### src/rtl/fifo_pkg.sv
// Shared definitions for the FIFO slice: read-mode selectors and occupancy width helper.
package fifo_pkg;

  localparam int FIFO_MODE_STD  = 0;
  localparam int FIFO_MODE_FWFT = 1;

  // The occupancy counter needs one extra bit so a completely full FIFO is representable.
  function automatic int count_width(input int log2_depth);
    return log2_depth + 1;
  endfunction

endpackage

### src/rtl/fifo_ram.sv
// Simple dual-port storage: synchronous write port, asynchronous read port.
module fifo_ram #(
  parameter int DATA_WIDTH = 8,
  parameter int ADDR_WIDTH = 3
) (
  input  logic                  clk,
  input  logic                  wr_en,
  input  logic [ADDR_WIDTH-1:0] wr_addr,
  input  logic [DATA_WIDTH-1:0] wr_data,
  input  logic [ADDR_WIDTH-1:0] rd_addr,
  output logic [DATA_WIDTH-1:0] rd_data
);

  logic [DATA_WIDTH-1:0] mem [2**ADDR_WIDTH];

  always_ff @(posedge clk) begin
    if (wr_en) begin
      mem[wr_addr] <= wr_data;
    end
  end

  assign rd_data = mem[rd_addr];

endmodule

### src/rtl/param_fifo.sv
// Parameterised synchronous FIFO with selectable registered or first-word-fall-through read,
// occupancy count, threshold flags and sticky overflow/underflow indicators.
module param_fifo
  import fifo_pkg::*;
#(
  parameter int DATA_WIDTH = 8,
  parameter int LOG2_DEPTH = 3,
  parameter int FWFT       = FIFO_MODE_STD,
  parameter int AF_TH      = (2 ** LOG2_DEPTH) - 1,
  parameter int AE_TH      = 1
) (
  input  logic                  clk,
  input  logic                  reset,
  input  logic                  clear,
  input  logic                  wr_en,
  input  logic [DATA_WIDTH-1:0] data_in,
  input  logic                  rd_en,
  output logic [DATA_WIDTH-1:0] data_out,
  output logic                  rd_valid,
  output logic                  full,
  output logic                  empty,
  output logic                  almost_full,
  output logic                  almost_empty,
  output logic [LOG2_DEPTH:0]   count,
  output logic                  overflow,
  output logic                  underflow
);

  localparam int DEPTH = 2 ** LOG2_DEPTH;
  localparam int CNT_W = count_width(LOG2_DEPTH);
  localparam logic [CNT_W-1:0] DEPTH_LVL = CNT_W'(DEPTH);
  localparam logic [CNT_W-1:0] AF_LVL    = CNT_W'(AF_TH);
  localparam logic [CNT_W-1:0] AE_LVL    = CNT_W'(AE_TH);

  if (LOG2_DEPTH < 1 || AE_TH >= AF_TH || AF_TH > DEPTH) begin : g_param_check
    $error("param_fifo: illegal parameters (need LOG2_DEPTH >= 1 and AE_TH < AF_TH <= DEPTH)");
  end

  logic [LOG2_DEPTH-1:0] wr_ptr;
  logic [LOG2_DEPTH-1:0] rd_ptr;
  logic [CNT_W-1:0]      count_q;
  logic [DATA_WIDTH-1:0] data_q;
  logic                  valid_q;
  logic [DATA_WIDTH-1:0] ram_rd_data;
  logic                  wr_ok;
  logic                  rd_ok;
  logic                  ram_we;

  assign full         = (count_q == DEPTH_LVL);
  assign empty        = (count_q == '0);
  assign almost_full  = (count_q >= AF_LVL);
  assign almost_empty = (count_q <= AE_LVL);
  assign count        = count_q;

  assign wr_ok  = wr_en && !full;
  assign rd_ok  = rd_en && !empty;
  // Reset and clear both suppress the write so a flush never touches storage.
  assign ram_we = wr_ok && !reset && !clear;

  fifo_ram #(
    .DATA_WIDTH(DATA_WIDTH),
    .ADDR_WIDTH(LOG2_DEPTH)
  ) u_ram (
    .clk    (clk),
    .wr_en  (ram_we),
    .wr_addr(wr_ptr),
    .wr_data(data_in),
    .rd_addr(rd_ptr),
    .rd_data(ram_rd_data)
  );

  always_ff @(posedge clk) begin
    if (reset) begin
      wr_ptr    <= '0;
      rd_ptr    <= '0;
      count_q   <= '0;
      data_q    <= '0;
      valid_q   <= 1'b0;
      overflow  <= 1'b0;
      underflow <= 1'b0;
    end else if (clear) begin
      wr_ptr    <= '0;
      rd_ptr    <= '0;
      count_q   <= '0;
      valid_q   <= 1'b0;
      overflow  <= 1'b0;
      underflow <= 1'b0;
    end else begin
      if (wr_ok) begin
        wr_ptr <= wr_ptr + 1'b1;
      end
      if (rd_ok) begin
        rd_ptr <= rd_ptr + 1'b1;
        data_q <= ram_rd_data;
      end
      case ({wr_ok, rd_ok})
        2'b10:   count_q <= count_q + 1'b1;
        2'b01:   count_q <= count_q - 1'b1;
        default: count_q <= count_q;
      endcase
      valid_q <= rd_ok;
      if (wr_en && full) begin
        overflow <= 1'b1;
      end
      if (rd_en && empty) begin
        underflow <= 1'b1;
      end
    end
  end

  // In fall-through mode the head word is shown directly; an empty FIFO presents zero.
  assign data_out = (FWFT == FIFO_MODE_FWFT) ? (empty ? '0 : ram_rd_data) : data_q;
  assign rd_valid = (FWFT == FIFO_MODE_FWFT) ? !empty : valid_q;

endmodule

### config.mk
export PLATFORM = sky130hd
export DESIGN_NAME = param_fifo
export DESIGN_NICKNAME = d
export VERILOG_FILES = /design/src/rtl/fifo_pkg.sv /design/src/rtl/fifo_ram.sv /design/src/rtl/param_fifo.sv
export SDC_FILE = /design/constraint.sdc
export NUM_CORES = 1
export LEC_CHECK = 0
export ABC_AREA = 1
export CAP_MARGIN = 10
export CORE_ASPECT_RATIO = 1.5
export CORE_MARGIN = 3
export CORE_UTILIZATION = 55
export DETAILED_ROUTE_END_ITERATION = 8
export PLACE_DENSITY = 0.76
export SLEW_MARGIN = 20
export SYNTH_ARGS = -nofsm -noshare
export SYNTH_HDL_FRONTEND = slang
export SYNTH_SLANG_ARGS = --single-unit
### constraint.sdc
create_clock -name clk -period 3 [get_ports clk]
set_clock_uncertainty 0.2 [all_clocks]
set_input_delay 0.3 -clock clk [delete_from_list [all_inputs] [get_ports clk]]
set_output_delay 0.3 -clock clk [all_outputs]
set_load 0.01 [all_outputs]
* Word level (Yosys, flattened, before mapping) *
Memory sizes are Yosys's and may differ from the RTL's. A register that Yosys moved wholly into a read port is not among the register bits.
Cells that the tools add are included.

word-level totals
  register bits = 13
  memory bits (writable) = 64
  output and inout bits = 19
  memories kept = 1

memories
  name       depth  width  read ports  clocked after memory_dff  write ports  RTL line        RTL
  u_ram.mem  8      8      1           1                         1            fifo_ram.sv:14  logic [DATA_WIDTH-1:0] mem [2**ADDR_WIDTH];

operators by class
  add/subtract/negate cells = 4
  order comparisons = 2
  eq/ne operators = 3
  muxes and demuxes = 3
  bitwise gates (word level) = 1
  reductions and logical operators = 14

operators by type and width
  cell                                                 number
  case mux 4 bit (2 select lines)                      1
  adder 3 x 1 -> 3 bit, second input constant          2
  logical AND 1 bit                                    6
  adder 4 x 1 -> 4 bit, second input constant          1
  equality test 4 bit, second input constant           1
  >= comparator 4 x 3 -> 1 bit, second input constant  1
  <= comparator 4 x 1 -> 1 bit, second input constant  1
  zero test 1 bit                                      4
  zero test 4 bit                                      1
  subtractor 4 x 1 -> 4 bit, second input constant     1
  equality test 2 x 1 -> 1 bit, second input constant  1
  equality test 2 bit, second input constant           1
  2-to-1 mux 1 bit                                     2
  AND reduction 2 bit                                  1
  nonzero test 2 bit                                   1
  OR reduction 2 bit                                   1
  inverter 1 bit                                       1

* Longest topological paths before layout *
Gate-level depths: netlist (run 1).

  depth in word-level cells = 7
  gate-level depth with buffers = 11
  depth with buffers taken out = 11

* Modules after synthesis *
A second synthesis (run 1) with hierarchy kept.

unflattened totals
  cell total of the unflattened synthesis = 444
  area, all modules = 3918.8 µm²

modules (own cells, without submodules)
  module      instances  cells an instance  area each (µm²)  seq. area each (µm²)
  fifo_ram    1          295                2890.3           1921.8
  param_fifo  1          149                1028.5           420.4

* Worst setup path before layout (run 1) *
OpenSTA, ideal clock, no wires.

  kind = register -> register
  start point = register count_q[0], in the netlist count[0]
  end point = memory u_ram.mem[0][0] (enable)
  library setup time = 0.383 ns
  arrival time = 1.760 ns
  required time = 2.417 ns
  setup slack = 0.656 ns
  cell stages (with the launch flop) = 8
  path buffers = 0
  cells stage by stage = dfxtp_1 inv_1 ha_1 nand3_1 nand2_2 nor2_1 inv_2 nor3_1

between the ends
  cells in the longest elaborated chain, start to end = 7

ends and longest elaborated chain
  what                                    RTL line          RTL
  from (decl)                             param_fifo.sv:41  logic [CNT_W-1:0] count_q;
  from (signal assigned)                  param_fifo.sv:97  2'b10: count_q <= count_q + 1'b1;
  from (signal assigned)                  param_fifo.sv:98  2'b01: count_q <= count_q - 1'b1;
  from (signal assigned)                  param_fifo.sv:99  default: count_q <= count_q;
  equality test 4 bit                     param_fifo.sv:49  assign full = (count_q == DEPTH_LVL);
  zero test 1 bit                         param_fifo.sv:55  assign wr_ok = wr_en && !full;
  logical AND 1 bit                       param_fifo.sv:55
  logical AND 1 bit (2 in a row)          param_fifo.sv:58  assign ram_we = wr_ok && !reset && !clear;
  2-to-1 mux 1 bit                        fifo_ram.sv:17    if (wr_en) begin
  2-to-1 mux 1 bit (not written as such)  fifo_ram.sv:18    mem[wr_addr] <= wr_data;
  to (decl)                               fifo_ram.sv:14

No other way between the ends.

* Worst setup path after layout (run 1) *
  start point = register count_q[0], in the netlist count[0]
  end point = output port full

between the ends
  cells in the longest elaborated chain, start to end = 1

ends and longest elaborated chain
  what                 RTL line          RTL
  equality test 4 bit  param_fifo.sv:49
  to (decl)            param_fifo.sv:20  output logic full,

No other way between the ends.

==> results by group, run 1 <==
Global route
  • Grt total ovfl: 0
  • GR Util met1: 26.1%
  • Vias in the first global route: 2506
  • Met3 GRT Util: 4.22%
  • Met2 Use GR: 34.5%
  • Busiest metal layer after global routing: met2
  • First-pass GRT wire length: 12200 um
  • Total GRT Usage: 21.6%
  • Largest net degree at the start of global routing: 35
  • Initial antenna violation count: 0

CTS
  • Worst-path clk slew: 80 ps
  • H-tree depth: 3
  • Clk root buf: clkbuf_8
  • Setup Buffers After CTS: 0
  • Total CTS buffers: 9
  • # hold bufs at CTS: 0
  • Post-CTS sizing: 0
  • Worst skew pair latency: 350 ps
  • Sink Count: 85
  • CTS tree: done
  • Clk buf depth: 2

Yosys
  • Mapped Cells: 379
  • Synth top area cells: edfxtp_1, dfxtp_1, nand2_1
  • Synth warnings: 0
  • Cell Area, Synth: 3720 um^2
  • Synth Net Count: 399
  • Seq cells post-synth: 85
  • Yosys top cell by area: edfxtp_1
  • Mean Syn Cell Area: 9.82 um^2
  • Seq/Total Area, Yosys: 62.9%
  • Yosys cell types: 25
  • Synth top area share: 51.6%

Floorplan
  • Initial core utilization: 57.0%
  • Core area: 6530 um^2
  • Die H: 107 um
  • Ports: 32
  • Core Rows: 36
  • Full die area: 7810 um^2
  • Die Wd: 73.2 um

Final layout
  • Fillers: 521
  • Multi-input logic area: 1010 um^2
  • Reg area: 2340 um^2
  • Layout Area Growth over Synthesis: 15.1%
  • Layout Nets: 439
  • Share of cells above drive strength 1: 8.49%
  • Final core occ: 65.6%
  • N_diodes: 0

Placement
  • Port bufs: 31
  • GPL Wtd Cong: 0.930
  • Detailed placement HPWL: 5380 um

Worst setup path
  • Top delay family on crit path: buffers and inverters
  • CP Max Fanout: 5
  • Critical-path top delay cell: clkdlybuf4s50_1
  • Reg2reg start: count[0]
  • Required @ worst endpoint: 2500 ps
  • Most frequent CP cell: inv_1
  • Kind of critical path: reg -> out
  • Worst path bufs/invs: 3
  • Critical-path cell list: inv_1, ha_1, nand3_1, inv_1, clkdlybuf4s50_1
  • Critical path data arrival time: 1820 ps
  • R2R Path End: u_ram.mem[7][6]
  • Worst-case reg-to-reg path depth: 7
  • Critical Path Start Type: flip-flop
  • Reg-to-reg slack, setup: 690 ps
  • Worst path max stage delay: 540 ps
  • Worst Setup End Kind: output port

Timing
  • Hold Vio Cnt, Final: 0
  • Tightest Pin Transition: 563 ps
  • Setup TNS: 0 ps
  • Final Critical Period: 2320 ps
  • Final period utilization: 77.2%
  • RSZ-0062 raised after global routing: false
  • Fmax: 432 MHz
  • Setup-failing EPs final: 0
  • Max-slew violations: 0
  • Max-slew headroom: 62.4%

Power and ir drop
  • Pwr per Cell Area: 506 nW/um^2
  • Max IR drop VDD: 0.000408 V
  • Lkg Pwr: 1.77 nW

Min path
  • Worst hold endpoint: underflow
  • Hold WC Path Type: reg -> reg
  • Hold_sp: underflow
  • Hold path depth: 2

Detailed routing
  • DR vias/cell: 5.22
  • Drt drc: 0
  • DRT Wirelength: 7560 um
  • DRT Pass-1 Iters: 5
  • Avg WL per Cell: 15.1 um
  • Via count: 2608
  • Initial drt markers: 245
  • Routed Antenna Nets: 0

Run
  • Max Cap Viol: 0

Outcome
  • Status: finished, final reports clean
==> layout make-up <==
class	instances	area share (%)
flip-flops and latches	85	54.7
multi-input cells	212	23.7
repair buffers	41	9.00
inverters	70	6.28
clock buffers	11	3.30
well taps	76	2.22
clock inverters	5	0.818
==> worst max-delay path by stage <==
stage             start              end  slack (ps)  depth (start not counted)
2_1_floorplan  count[0]  u_ram.mem[0][0]         660                          7
3_3_place_gp      clear  u_ram.mem[7][3]         500                          6
3_5_place_dp      clear  u_ram.mem[7][1]         470                          6
4_1_cts        count[0]  u_ram.mem[7][5]         660                          7
5_1_grt        count[0]  u_ram.mem[7][2]         460                          7
6_report       count[0]             full         680                          5
==> through the flow <==
stage	hold slack [ps]	std cells	cell area (um^2)	total power [W]	setup slack, ps
after floorplan	199	379	3720	0.00140	656
after global placement	252	484	4110	0.00148	504
after detailed placement	248	484	4110	0.00148	472
after CTS	268	500	4280	0.00218	663
after global routing	293	500	4280	0.00225	457
final	261	500	4280	0.00217	684
==> where the power goes <==
group,switching (W),leakage (nW),internal [W]
Combinational,0.0000993,0.940,0.0000663
Sequential,0.0000105,0.747,0.00128
Clock,0.000391,0.0875,0.000324
==> cells in the final DEF (no fill, tap or decap), drive strengths merged <==
master / n
nand3: 50
o21a: 1
nand2: 100
buf: 10
clkinvlp: 1
a21oi: 18
xor2: 1
dfxtp: 21
edfxtp: 64
clkdlybuf4s50: 31
o21ai: 10
clkbuf: 11
clkinv: 5
ha: 7
inv: 69
nor3: 6
nand4: 2
nor2: 17
==> routing by layer <==
| layer | part of all wire (%) | wire length (um) |
|---|---|---|
| met5 | 0 | 0 |
| met4 | 4.0 | 304 |
| met3 | 5.6 | 425 |
| met2 | 52 | 3900 |
| met1 | 39 | 2930 |
==> synth_stat cells <==
cell type / n
buf_6: 4
clkinv_1: 1
nand3_1: 50
edfxtp_1: 64
clkinv_2: 1
dfxtp_1: 21
buf_2: 4
a21oi_1: 18
nand4_1: 2
nand2_2: 2
inv_4: 2
nor2_8: 1
buf_4: 4
o21a_1: 1
ha_1: 7
nor3_1: 6
nor2_4: 1
nand2_1: 97
inv_2: 3
nor2_2: 1
nand2_4: 1
nor2_1: 14
inv_1: 63
o21ai_0: 10
xor2_1: 1
==> registers in the layout, summed over array words and instances, names as in the netlist <==
register / flops
u_ram.mem: 64
wr_ptr: 3
rd_valid: 1
overflow: 1
rd_ptr: 3
count: 4
data_out: 8
underflow: 1
==> tightest hold or removal path: stages (launching register included) <==
cell and delay, ps:
dfxtp_1 320, inv_1 50, a21oi_1 50
==> kinds of logic after synthesis <==
family,count (synthesis),synth area share (%)
adder cells (fa/ha/maj),7,2.35
AO/OA/AOI/OAI,29,3.97
AND/OR/NAND/NOR,175,20.7
buffers and inverters,82,9.78
XOR/XNOR,1,0.235
flip-flops,85,62.9
Power figures use the tool's default switching activity.
==> run 2: changes to the inputs <==
==> constraint.sdc (replaced) <==
create_clock -name clk -period 2.39 [get_ports clk]
set_clock_uncertainty 0.2 [all_clocks]
set_input_delay 0.239 -clock clk [delete_from_list [all_inputs] [get_ports clk]]
set_output_delay 0.239 -clock clk [all_outputs]
set_load 0.01 [all_outputs]
==> results by group, run 2 (synthesis gave the netlist of run 1 again) <==
Detailed routing
  • Initial drt markers: 235
  • Drt drc: 0
  • DR vias/cell: 5.12
  • Via count: 2582
  • DRT Pass-1 Iters: 4
  • Avg WL per Cell: 15.3 um
  • Routed Antenna Nets: 0
  • DRT Wirelength: 7690 um

Timing
  • Setup TNS: 0 ps
  • Final period utilization: 94.0%
  • Tightest Pin Transition: 432 ps
  • RSZ-0062 raised after global routing: false
  • Hold Vio Cnt, Final: 0
  • Max-slew headroom: 71.1%
  • Fmax: 445 MHz
  • Final Critical Period: 2250 ps
  • Setup-failing EPs final: 0
  • Max-slew violations: 0
  • Setup ws final: 144 ps
  • Min Hold Slack: 261 ps

CTS
  • Clk root buf: clkbuf_8
  • H-tree depth: 3
  • Total CTS buffers: 9
  • Worst skew pair latency: 350 ps
  • Clk buf depth: 2
  • Sink Count: 85
  • CTS tree: done
  • Setup Buffers After CTS: 0
  • Worst-path clk slew: 70 ps

Worst setup path
  • Required @ worst endpoint: 1950 ps
  • Critical-path top delay cell: clkdlybuf4s50_1
  • Top delay family on crit path: buffers and inverters
  • Kind of critical path: reg -> out
  • Worst Setup End Kind: output port
  • Worst path max stage delay: 530 ps
  • Worst path bufs/invs: 3
  • CP Max Fanout: 5
  • Critical-path cell list: inv_1, ha_1, nand3_1, inv_1, clkdlybuf4s50_1
  • Critical path data arrival time: 1810 ps
  • Critical Path Start Type: flip-flop
  • Most frequent CP cell: inv_1

Final layout
  • Most common cell after layout, fill and taps aside: nand2_1
  • Final std cells w/o fill: 504
  • Layout Nets: 443
  • Max FFs per register: 64
  • Final core occ: 66.1%
  • Most frequent cells in the layout: nand2_1, edfxtp_1, inv_1, nand3_1, clkdlybuf4s50_1
  • Reg with most FFs: u_ram.mem
  • N_diodes: 0
  • Share of cells above drive strength 1: 9.81%
  • Layout Area Growth over Synthesis: 16.0%
  • Fillers: 531

Global route
  • Largest net degree at the start of global routing: 35
  • Total GRT Usage: 22.3%
  • Vias in the first global route: 2492
  • First-pass GRT wire length: 12600 um
  • Initial antenna violation count: 0
  • Grt total ovfl: 0

Power and ir drop
  • Max IR drop VDD: 0.000361 V
  • Pwr per Cell Area: 625 nW/um^2
  • Lkg Pwr: 1.80 nW

Placement
  • Port bufs: 31
  • Post-Place Cells: 488
  • GPL Wtd Cong: 0.896
  • Detailed placement HPWL: 5550 um
  • Place WS: 240 ps

Floorplan
  • Core Rows: 36
  • Ports: 32
  • Full die area: 7810 um^2
  • Initial core utilization: 57.0%
  • Core area: 6530 um^2
  • Die H: 107 um
  • Die Wd: 73.2 um

Outcome
  • Status: finished, final reports clean

Min path
  • Hold WC Path Type: reg -> reg

Run
  • Max Cap Viol: 0
==> run 2: changes by cell type in the layout (fill, tap and decap cells not counted) <==
cell        before  now
ha_1             7    6
ha_4             0    1
inv_4            3    2
clkinv_4         2    0
clkinv_2         1    6
clkinvlp_4       1    0
clkbuf_1         1    0
buf_4           10   14
==> run 2: layout make-up <==
class | instances | area, um^2 | area share (%)
timing repair buffer | 45 | 415 | 9.63
clock inverter | 6 | 28.8 | 0.667
sequential | 85 | 2340 | 54.3
tap | 76 | 95.1 | 2.20
clock buffer | 10 | 138 | 3.19
inverter | 70 | 269 | 6.23
multi-input combinational | 212 | 1030 | 23.8
==> run 2: path summary, 6_finish.rpt <==
| path | startpoint | end | slack (ps) | depth (start not counted) |
|---|---|---|---|---|
| max | count[1] | full | 140 | 5 |
| min | underflow | underflow | 260 | 2 |
| max reg2reg | count[0] | count[3] | 230 | 11 |
| min reg2reg | underflow | underflow | 260 | 2 |
==> run 2: power breakdown <==
part,leakage [nW],internal (W),switching [W]
Combinational,0.960,0.0000897,0.000131
Clock,0.0930,0.000393,0.000469
Sequential,0.747,0.00160,0.0000126
==> run 2: timing repair <==
action / in CTS / in global routing
endpoints found under the setup margin: 0 / 1
endpoints found under the hold margin: 0 / 0
resized for setup: 0 / 1
hold buffers: 0 / 0
==> run 2: tightest hold or removal path, stage by stage, from the launching register on <==
cell,delay (ps)
dfxtp_1,320
inv_1,50
a21oi_1,60
==> run 2: per-layer routing <==
metal / vias up / part of all wire (%) / wire [um] / track usage, %
met5: - / 0 / 0 / 0
met4: 0 / 2.8 / 218 / 10.9
met3: 15 / 5.3 / 407 / 5.25
met2: 77 / 52 / 4000 / 36.0
met1: 1180 / 40 / 3060 / 27.5
li1: 1310 / - / - / -
==> run 2: per-stage QoR <==
step / power (W) / cell area [um^2]
after CTS: 0.00271 / 4300
final: 0.00270 / 4320
after floorplan: 0.00176 / 3720
after global placement: 0.00186 / 4140
after detailed placement: 0.00186 / 4140
after global routing: 0.00282 / 4320
==> run 3: changes to the inputs <==
--- a/config.mk
+++ b/config.mk
@@ -11,7 +11,8 @@
 export CORE_MARGIN = 3
 export CORE_UTILIZATION = 55
 export DETAILED_ROUTE_END_ITERATION = 8
-export PLACE_DENSITY = 0.76
+export DONT_BUFFER_PORTS = 1
+export PLACE_DENSITY = 0.7
 export SLEW_MARGIN = 20
 export SYNTH_ARGS = -nofsm -noshare
 export SYNTH_HDL_FRONTEND = slang
==> results by group, run 3 (synthesis gave the netlist of run 1 again) <==
Worst setup path
  • CP Max Fanout: 9
  • Worst Setup End Kind: flip-flop
  • Critical Path End: data_out[6]
  • Critical-path top delay cell: dlygate4sd3_1
  • Reg-to-reg slack, setup: 270 ps
  • Critical-path cell list: inv_1, ha_1, nand2_2, nand2_4, nor2_8, inv_4, nand2_1, a21oi_1, dlygate4sd3_1
  • Critical path data arrival time: 2160 ps
  • R2R Path End: data_out[6]
  • Worst-case reg-to-reg path depth: 9
  • Critical Path Start Type: flip-flop
  • Kind of critical path: reg -> reg
  • Reg2reg start: count[1]
  • Worst path max stage delay: 560 ps
  • Required @ worst endpoint: 2430 ps
  • Crit. Startpoint: count[1]

Final layout
  • Max FFs per register: 64
  • Layout Area Growth over Synthesis: 12.2%
  • N_diodes: 0
  • Most common cell after layout, fill and taps aside: nand2_1
  • Fillers: 502
  • Reg with most FFs: u_ram.mem
  • Layout Nets: 424
  • Most frequent cells in the layout: nand2_1, edfxtp_1, inv_1, nand3_1, dfxtp_1
  • Reg area: 2340 um^2
  • Share of cells above drive strength 1: 9.54%
  • Multi-input logic area: 1010 um^2

Floorplan
  • Full die area: 7810 um^2
  • Ports: 32
  • Die H: 107 um
  • Initial core utilization: 57.0%
  • Die Wd: 73.2 um
  • Core area: 6530 um^2
  • Core Rows: 36

Detailed routing
  • Met2 routed WL: 3990 um
  • Routed Antenna Nets: 0
  • Initial drt markers: 200
  • DRT Wirelength: 7530 um
  • Drt drc: 0
  • Avg WL per Cell: 15.5 um
  • DR vias/cell: 5.30
  • M1 WL: 2930 um
  • Top routing layer in use: met4
  • Via count: 2570
  • DRT Pass-1 Iters: 4
  • WL met3: 397 um

Timing
  • Setup ws final: 271 ps
  • RSZ-0062 raised after global routing: false
  • Setup TNS: 0 ps
  • Min Hold Slack: 303 ps
  • Fmax: 472 MHz
  • Final period utilization: 88.7%
  • Max-slew violations: 0
  • Tightest Pin Transition: 440 ps
  • Setup-failing EPs final: 0
  • Final Critical Period: 2120 ps
  • Max-slew headroom: 70.6%
  • Hold Vio Cnt, Final: 0

Global route
  • Vias in the first global route: 2487
  • Grt total ovfl: 0
  • Largest net degree at the start of global routing: 35
  • First-pass GRT wire length: 12200 um
  • Total GRT Usage: 21.7%
  • Initial antenna violation count: 0

CTS
  • CTS tree: done
  • Clk buf depth: 2
  • # hold bufs at CTS: 13
  • Post-CTS sizing: 0
  • Worst skew pair latency: 340 ps
  • Setup Buffers After CTS: 0
  • Clk root buf: clkbuf_8
  • H-tree depth: 3
  • Total CTS buffers: 9
  • Worst-path clk slew: 80 ps
  • Sink Count: 85

Outcome
  • Status: finished, final reports clean

Min path
  • Hold WC Path Type: reg -> reg

Power and ir drop
  • Pwr per Cell Area: 694 nW/um^2
  • Lkg Pwr: 1.76 nW
  • Final Power: 0.00290 W
  • Max IR drop VDD: 0.000438 V

Placement
  • GPL Wtd Cong: 0.862
  • Place WS: 363 ps
  • Detailed placement HPWL: 4830 um
  • Port bufs: 0

Run
  • Max Cap Viol: 0
[run 3: cell types whose count changed in the layout (fill, tap and decap cells not counted), sizes merged]
| cell | before | now |
|---|---|---|
| inv | 68 | 69 |
| clkbuf | 10 | 13 |
| buf | 14 | 13 |
| clkdlybuf4s50 | 31 | 0 |
| clkinv | 8 | 2 |
| dlygate4sd3 | 0 | 13 |
| bufinv | 0 | 2 |
[run 3: area by class of cell]
cell class                 count  area share, %
tap                           76           2.28
timing repair buffer          26           5.46
sequential                    85           56.1
clock buffer                  13           3.81
inverter                      70           6.44
multi-input combinational    212           24.3
clock inverter                 3           1.59
[run 3: worst min path at each step]
stage                from         endpoint  slack (ps)  cells after the start
5_1_grt         underflow        underflow         320                      2
4_1_cts          overflow         overflow         310                      2
3_3_place_gp        reset      data_out[3]         110                      1
6_report         overflow         overflow         300                      2
3_5_place_dp        reset      data_out[7]         110                      1
2_1_floorplan  data_in[0]  u_ram.mem[0][0]         140                      0
[run 3: per-stage QoR]
stage          instance area (um^2)  std cells  utilization (%)
4_1_cts                        4170        485             63.9
6_report                       4170        485             63.9
3_3_place_gp                   3820        456             58.5
3_5_place_dp                   3820        456             58.5
2_1_floorplan                  3720        379                -
5_1_grt                        4170        485             63.9
[run 3: critical path: cells and delay by family (launching register included)]
family,cells,cell delay [ps]
flip-flops,1,330
AO/OA/AOI/OAI,1,60
buffers and inverters,3,740
adder cells (fa/ha/maj),1,210
AND/OR/NAND/NOR,4,470
[run 3: where the power goes]
| group | leakage [nW] | total, W | switching (W) | internal (W) |
|---|---|---|---|---|
| registers | 0.747 | 0.00161 | 0.0000130 | 0.00160 |
| clock network | 0.114 | 0.00111 | 0.000460 | 0.000648 |
| logic | 0.900 | 0.000177 | 0.000117 | 0.0000600 |
| total | 1.76 | 0.00290 | 0.000590 | 0.00231 |
[run 3: metal layers]
layer,up-vias,track usage [%]
met5,-,0
met4,0,10.7
met3,19,5.25
met2,79,37.3
met1,1199,24.5
li1,1273,-
